## config.mk

```make
export PLATFORM = sky130hd
export DESIGN_NAME = muldiv_unit_flat
export DESIGN_NICKNAME = d
export VERILOG_FILES = /design/src/rtl/muldiv_unit_pkg.sv /design/src/rtl/muldiv_unit_if.sv /design/src/rtl/muldiv_unit_step.sv /design/src/rtl/muldiv_unit.sv /design/src/flat_wrapper.sv
export SDC_FILE = /design/constraint.sdc
export NUM_CORES = 1
export LEC_CHECK = 0
export CORE_ASPECT_RATIO = 0.7
export CORE_MARGIN = 5
export CORE_UTILIZATION = 35
export CTS_CLUSTER_DIAMETER = 60
export DETAILED_ROUTE_END_ITERATION = 8
export PLACE_DENSITY = 0.59
export SYNTH_ARGS = -nofsm -noshare
export SYNTH_HDL_FRONTEND = slang
export SYNTH_SLANG_ARGS = --single-unit
```

## constraint.sdc

```tcl
create_clock -name clk -period 5.3 [get_ports clk]
set_input_delay 0.53 -clock clk [delete_from_list [all_inputs] [get_ports clk]]
set_output_delay 0.53 -clock clk [all_outputs]
set_load 0.005 [all_outputs]
```

## src/rtl/muldiv_unit_pkg.sv

```systemverilog
// Shared opcodes, FSM encodings and op-class helpers for the iterative multiply/divide unit.
// Combinational helpers only; no latency or backpressure of their own.
package muldiv_unit_pkg;

    localparam int LENGTH = 32;

    typedef enum logic [1:0] {
        MD_MULT  = 2'b00,
        MD_MULTU = 2'b01,
        MD_DIV   = 2'b10,
        MD_DIVU  = 2'b11
    } mdOp_t;

    typedef enum logic [1:0] {
        MD_IDLE = 2'b00,
        MD_CALC = 2'b01,
        MD_FIX  = 2'b10,
        MD_DONE = 2'b11
    } mdState_t;

    function automatic logic isDivOp(input mdOp_t op);
        return (op == MD_DIV) || (op == MD_DIVU);
    endfunction

    function automatic logic isSignedOp(input mdOp_t op);
        return (op == MD_MULT) || (op == MD_DIV);
    endfunction

endpackage

```

## src/rtl/muldiv_unit_if.sv

```systemverilog
// EX-stage request/result bundle between issue logic (master) and the multiply/divide unit (slave).
// Pure wiring; busy is the only backpressure, and the issuer must hold the instruction while it is high.
interface muldiv_unit_if
    import muldiv_unit_pkg::*;
#(
    parameter int WIDTH = LENGTH
);
    logic             start;
    mdOp_t            op;
    logic [WIDTH-1:0] src_a;
    logic [WIDTH-1:0] src_b;
    logic             flush;
    logic             busy;
    logic             done;
    logic [WIDTH-1:0] hi_out;
    logic [WIDTH-1:0] lo_out;
    logic             wen_hilo;

    modport master (
        output start, op, src_a, src_b, flush,
        input  busy, done, hi_out, lo_out, wen_hilo
    );

    modport slave (
        input  start, op, src_a, src_b, flush,
        output busy, done, hi_out, lo_out, wen_hilo
    );
endinterface

```

## src/rtl/muldiv_unit_step.sv

```systemverilog
// One shift-add (multiply) or restoring subtract-compare-shift (divide) iteration on magnitudes.
// Purely combinational: zero latency, no backpressure.
module muldiv_step #(
    parameter int WIDTH = 32
) (
    input  logic             isDiv,
    input  logic [WIDTH-1:0] hiIn,
    input  logic [WIDTH-1:0] loIn,
    input  logic [WIDTH-1:0] bIn,
    output logic [WIDTH-1:0] hiNext,
    output logic [WIDTH-1:0] loNext
);
    logic [WIDTH:0]   sum;
    logic [WIDTH:0]   shifted;
    logic [WIDTH-1:0] diff;
    logic             ge;

    always_comb begin
        sum     = {1'b0, hiIn} + (loIn[0] ? {1'b0, bIn} : '0);
        shifted = {hiIn, loIn[WIDTH-1]};
        ge      = shifted >= {1'b0, bIn};
        // Remainder stays below the divisor, so the difference always fits in WIDTH bits when ge.
        diff    = shifted[WIDTH-1:0] - bIn;
        if (isDiv) begin
            hiNext = ge ? diff : shifted[WIDTH-1:0];
            loNext = {loIn[WIDTH-2:0], ge};
        end else begin
            hiNext = sum[WIDTH:1];
            loNext = {sum[0], loIn[WIDTH-1:1]};
        end
    end
endmodule

```

## src/rtl/muldiv_unit.sv

```systemverilog
// Iterative MULT/MULTU/DIV/DIVU, one bit per cycle; done/wen_hilo pulse WIDTH+2 cycles after start.
// No backpressure: start is ignored while busy, flush cancels CALC/FIX but not DONE.
module muldiv_unit
    import muldiv_unit_pkg::*;
#(
    parameter int WIDTH = LENGTH,
    parameter int CNT_W = 6
) (
    input logic clk,
    input logic rst,
    muldiv_unit_if.slave bus
);
    mdState_t           state;
    logic [CNT_W-1:0]   cnt;
    mdOp_t              opReg;
    logic               negRes;
    logic               negRem;
    logic               divZero;
    logic [WIDTH-1:0]   hiReg;
    logic [WIDTH-1:0]   loReg;
    logic [WIDTH-1:0]   bReg;
    logic [WIDTH-1:0]   hiStep;
    logic [WIDTH-1:0]   loStep;
    logic [WIDTH-1:0]   hiOutReg;
    logic [WIDTH-1:0]   loOutReg;
    logic               doneReg;

    logic               reqSigned;
    logic               reqDiv;
    logic               aSign;
    logic               bSign;
    logic [WIDTH-1:0]   aMag;
    logic [WIDTH-1:0]   bMag;
    logic               divOp;
    logic [2*WIDTH-1:0] prodFix;
    logic [WIDTH-1:0]   fixHi;
    logic [WIDTH-1:0]   fixLo;

    assign divOp = isDivOp(opReg);

    muldiv_step #(.WIDTH(WIDTH)) uStep (
        .isDiv  (divOp),
        .hiIn   (hiReg),
        .loIn   (loReg),
        .bIn    (bReg),
        .hiNext (hiStep),
        .loNext (loStep)
    );

    always_comb begin
        reqSigned = isSignedOp(bus.op);
        reqDiv    = isDivOp(bus.op);
        aSign     = bus.src_a[WIDTH-1];
        bSign     = bus.src_b[WIDTH-1];
        aMag      = (reqSigned && aSign) ? -bus.src_a : bus.src_a;
        bMag      = (reqSigned && bSign) ? -bus.src_b : bus.src_b;

        prodFix   = negRes ? -{hiReg, loReg} : {hiReg, loReg};
        fixHi     = prodFix[2*WIDTH-1:WIDTH];
        fixLo     = prodFix[WIDTH-1:0];
        if (divOp) begin
            // Divide-by-zero leaves the magnitude remainder equal to |src_a|; the dividend sign restores src_a.
            fixHi = negRem ? -hiReg : hiReg;
            fixLo = divZero ? '1 : (negRes ? -loReg : loReg);
        end
    end

    always_ff @(posedge clk or negedge rst) begin
        if (!rst) begin
            state    <= MD_IDLE;
            cnt      <= '0;
            opReg    <= MD_MULT;
            negRes   <= 1'b0;
            negRem   <= 1'b0;
            divZero  <= 1'b0;
            hiReg    <= '0;
            loReg    <= '0;
            bReg     <= '0;
            hiOutReg <= '0;
            loOutReg <= '0;
            doneReg  <= 1'b0;
        end else begin
            doneReg <= 1'b0;
            case (state)
                MD_IDLE: begin
                    if (bus.start && !bus.flush) begin
                        opReg   <= bus.op;
                        negRes  <= reqSigned & (aSign ^ bSign);
                        negRem  <= reqSigned & reqDiv & aSign;
                        divZero <= reqDiv && (bus.src_b == '0);
                        hiReg   <= '0;
                        loReg   <= reqDiv ? aMag : bMag;
                        bReg    <= reqDiv ? bMag : aMag;
                        cnt     <= '0;
                        state   <= MD_CALC;
                    end
                end
                MD_CALC: begin
                    if (bus.flush) begin
                        state <= MD_IDLE;
                    end else begin
                        hiReg <= hiStep;
                        loReg <= loStep;
                        cnt   <= cnt + 1'b1;
                        if (cnt == CNT_W'(WIDTH - 1)) begin
                            state <= MD_FIX;
                        end
                    end
                end
                MD_FIX: begin
                    if (bus.flush) begin
                        state <= MD_IDLE;
                    end else begin
                        hiOutReg <= fixHi;
                        loOutReg <= fixLo;
                        doneReg  <= 1'b1;
                        state    <= MD_DONE;
                    end
                end
                default: begin
                    state <= MD_IDLE;
                end
            endcase
        end
    end

    assign bus.busy     = (state != MD_IDLE);
    assign bus.done     = doneReg;
    assign bus.wen_hilo = doneReg;
    assign bus.hi_out   = hiOutReg;
    assign bus.lo_out   = loOutReg;
endmodule

```

## src/flat_wrapper.sv

```systemverilog
// flat-port wrapper written by rule: the top's interface ports become plain ports
module muldiv_unit_flat import muldiv_unit_pkg::*;
#(
    parameter int WIDTH = LENGTH,
    parameter int CNT_W = 6
)
  (clk, rst, bus_start, bus_op, bus_src_a, bus_src_b, bus_flush, bus_busy, bus_done, bus_hi_out, bus_lo_out, bus_wen_hilo);
  muldiv_unit_if #(.WIDTH(WIDTH)) bus_i ();
  input logic clk;
  input logic rst;
  input wire logic [$bits(bus_i.start)-1:0] bus_start;
  input wire logic [$bits(bus_i.op)-1:0] bus_op;
  input wire logic [$bits(bus_i.src_a)-1:0] bus_src_a;
  input wire logic [$bits(bus_i.src_b)-1:0] bus_src_b;
  input wire logic [$bits(bus_i.flush)-1:0] bus_flush;
  output wire logic [$bits(bus_i.busy)-1:0] bus_busy;
  output wire logic [$bits(bus_i.done)-1:0] bus_done;
  output wire logic [$bits(bus_i.hi_out)-1:0] bus_hi_out;
  output wire logic [$bits(bus_i.lo_out)-1:0] bus_lo_out;
  output wire logic [$bits(bus_i.wen_hilo)-1:0] bus_wen_hilo;
  assign bus_i.start = bus_start;
  assign bus_i.op = bus_op;
  assign bus_i.src_a = bus_src_a;
  assign bus_i.src_b = bus_src_b;
  assign bus_i.flush = bus_flush;
  assign bus_busy = bus_i.busy;
  assign bus_done = bus_i.done;
  assign bus_hi_out = bus_i.hi_out;
  assign bus_lo_out = bus_i.lo_out;
  assign bus_wen_hilo = bus_i.wen_hilo;
  muldiv_unit #(.WIDTH(WIDTH), .CNT_W(CNT_W)) u_core (.clk(clk), .rst(rst), .bus(bus_i));
endmodule
```

==> impl_metrics.csv <==
group,metric,value,unit
status,status,"finished, final reports clean",
yosys,ys_seq_area_share,29.5,%
die,die_area,46100,um2
clock_tree,cts_buffer_depth,2,
pwr,p_sw,3.92,mW
timing,setup_viol,0,
timing,period_needed,3.96,ns
yosys,synth-edff-count,0,
global_route,grt_pass1_vias,13100,
timing,clock.fmax,252,MHz
cells_and_area,layout.cells.non_filler,2491,
flow_run,cap_violations,0,
timing,maxSlewHeadroom,24.8,%
critical_path,crit_buf_inv,2,
place,globalplace.congestion,0.971,
die,placeableCoreArea,41200,um2
timing,fin_crit_sh,74.8,%
clock_tree,cts.sinks,173,
global_route,grt_usage,22.5,%
clock_tree,numCtsBuffers,17,
global_route,antenna_found_initial,0,
yosys,synth_fp_nets,2003,
critical_path,path_cells,"inv_1, buf_4, nor2_1, ha_1, nor3_1, nor4_1, a211oi_1, a211oi_1, nor2_1, o31ai_1, xor2_1, a221oi_1, o21ai_0",
routing,wl_per_cell,21.7,um
critical_path,end_kind,"flop",
cells_and_area,drive_gt1_share,5.19,%
clock_tree,cts.repair.resized,0,
clock_tree,cts_tree,"yes",
clock_tree,clockRootBuffer,"clkbuf_16",
timing,worstMarginPinSlew,1.12,ns
routing,wl,54100,um
global_route,grt_max_degree,72,
die,start_util,35.6,%
routing,first_pass_iters,8,
critical_path,timing_worst_setup_path_type,"flop to flop",
place,io_buffer_count,136,
min_path,hp-class,"primary input to async pin",
yosys,synth-seq-cells,173,
routing,drc,0,
clock_tree,cts_setup_buffers,0,
critical_path,slowest_delay,0.64,ns
pwr,p_leak,7.29,nW
place,dpl.hpwl,42300,um
yosys,yosysWarnings,0,
routing,vias,14600,
critical_path,required,5.61,ns
pwr,power.density,474,nW/um2
clock_tree,htreeDepth,4,
die,chipHeight,181,um
pwr,peakVddDrop,0.286,mV
yosys,synthTopCellsByArea,"dfrtp_1 (30%), a21oi_1 (7.2%), xor2_1 (6.0%)",
critical_path,critPathTopFamily,"compound AO/OA/AOI/OAI gates",
routing,drtAntennaViolNets,0,
cells_and_area,fill_cells,4174,
timing,rsz0062_at_grt,"false",
die,rows,62,
routing,met1_length,27300,um
critical_path,worstPathArrival,4.27,ns
cells_and_area,num_antenna_cells,0,
routing,wl_met3,5400,um
clock_tree,clk_latency,0.46,ns
timing,fin_tns_setup,0,ns
yosys,ys_top_cells_by_count,"nor2_1 (212), a21oi_1 (211), nand2_1 (183)",
yosys,synthArstFlopShare,100,%
global_route,grt-ovfl-total,0,
yosys,syn_area,14700,um2
die,io_pins,137,
clock_tree,ctsHoldBuffers,0,
pwr,p_int,4.16,mW
routing,viasPerCell,5.84,
yosys,synth_cell_types,85,
timing,hold_viol_final,0,
routing,highest_layer,"met4",
yosys,synth_top_area_share,29.5,%
critical_path,crit_fanout,31,
timing,slew_viol_final,0,
die,fp.dieW,255,um
yosys,yosysMostFrequentCell,"nor2_1",
pwr,p_comb_share,55.8,%
cells_and_area,synthToLayoutAreaGrowth,16.4,%
critical_path,startpoint_type,"flop",
timing,finalClockSkew,0.0144,ns
pwr,seqPwrFrac,26.5,%
yosys,yosysTopAreaCell,"dfrtp_1",
yosys,postSynthAreaPerCell,7.87,um2
yosys,synth_cells,1862,
global_route,grt_pass1_wl,81100,um
cells_and_area,layout.nets,2075,
pwr,p_clk_share,17.7,%
routing,drt_iter0_markers,1693,
yosys,ys.flop_type,"dfrtp_1",
pwr,switching_share,48.5,%
routing,dr_wl_met2,20600,um
clock_tree,path_clk_slew,0.08,ns
place,place_inst,2459,
critical_path,cp_slowest_cell,"a211oi_1",
==> cells by family (layout without fill, tap and decap cells) <==
group,count (synthesis),count (layout),synth area share (%)
and+or+nand+nor,606,606,19.2
adders and majority gates,71,71,6.16
muxes,60,60,4.16
AOI/OAI and AO/OA,602,602,25.4
DFF,173,173,29.5
buffers and inverters,175,260,5.11
xor gates and xnor gates,175,175,10.5
==> state kept, by name, summed over array words and instances, names as in the netlist <==
| signal | count |
|---|---|
| u_core.state | 2 |
| u_core.negRem | 1 |
| u_core.divZero | 1 |
| u_core.loReg | 32 |
| u_core.bus.hi_out | 32 |
| u_core.bus.lo_out | 32 |
| u_core.negRes | 1 |
| u_core.hiReg | 32 |
| u_core.cnt | 6 |
| u_core.bus.done | 1 |
| u_core.opReg | 1 |
| u_core.bReg | 32 |
==> power groups by stage <==
stage	combinational (mW)	sequential (mW)	clock, mW
after global placement	4.37	2.12	0
after detailed placement	4.38	2.13	0
after CTS	4.40	2.10	1.45
after floorplan	3.27	1.84	0
after global routing	4.91	2.16	1.50
final	4.51	2.14	1.43
==> path summary, 6_finish.rpt <==
| path | from | to | slack [ns] | cells after the start |
|---|---|---|---|---|
| worst max-delay path | u_core.loReg[0] | u_core.hiReg[26] | 1.34 | 13 |
| worst min-delay path | rst | u_core.bus.hi_out[18] | 0.08 | 1 |
| worst max register to register | u_core.loReg[0] | u_core.hiReg[26] | 1.34 | 13 |
| worst min register to register | u_core.bus.hi_out[17] | u_core.bus.hi_out[17] | 0.48 | 2 |
| max in group asynchronous | rst | u_core.state[1] | 3.93 | 2 |
| min in group clk | u_core.bus.hi_out[17] | u_core.bus.hi_out[17] | 0.48 | 2 |
==> layout make-up <==
class	count	area (um2)	share of cell area (%)
Sequential cell	173	4330	25.4
Clock buffer	19	453	2.65
Multi-Input combinational cell	1514	9600	56.2
Timing Repair Buffer	163	1560	9.14
Clock inverter	13	199	1.17
Inverter	65	244	1.43
Tap cell	544	681	3.99
==> per-stage QoR <==
stage	hold slack, ns	power, mW	setup WS (ns)	utilization, %	area [um2]
3_3_place_gp	0.459	6.48	1.32	39.8	16400
5_1_grt	0.145	8.57	1.26	41.4	17100
2_1_floorplan	0.234	5.11	1.78	-	14700
6_report	0.0772	8.08	1.34	41.4	17100
4_1_cts	0.127	7.95	1.54	41.4	17100
3_5_place_dp	0.470	6.51	1.36	39.8	16400
==> cells in the final DEF (no fill, tap or decap), types with 37 or more instances in the layout <==
| cell type | instances |
|---|---|
| nor3_1 | 37 |
| ha_1 | 69 |
| a21oi_1 | 210 |
| inv_1 | 63 |
| xor2_1 | 100 |
| mux2i_1 | 53 |
| clkdlybuf4s50_1 | 134 |
| o21ai_0 | 163 |
| dfrtp_1 | 172 |
| nor2_1 | 209 |
| nand2_1 | 182 |
| xnor2_1 | 75 |
==> routing by layer <==
layer | track usage [%] | vias to the layer above
li1 | - | 6830
met3 | 5.91 | 55
met2 | 28.8 | 701
met5 | 0 | -
met4 | 4.29 | 0
met1 | 36.9 | 6967
Note: power is estimated with default switching activity, not from simulation.
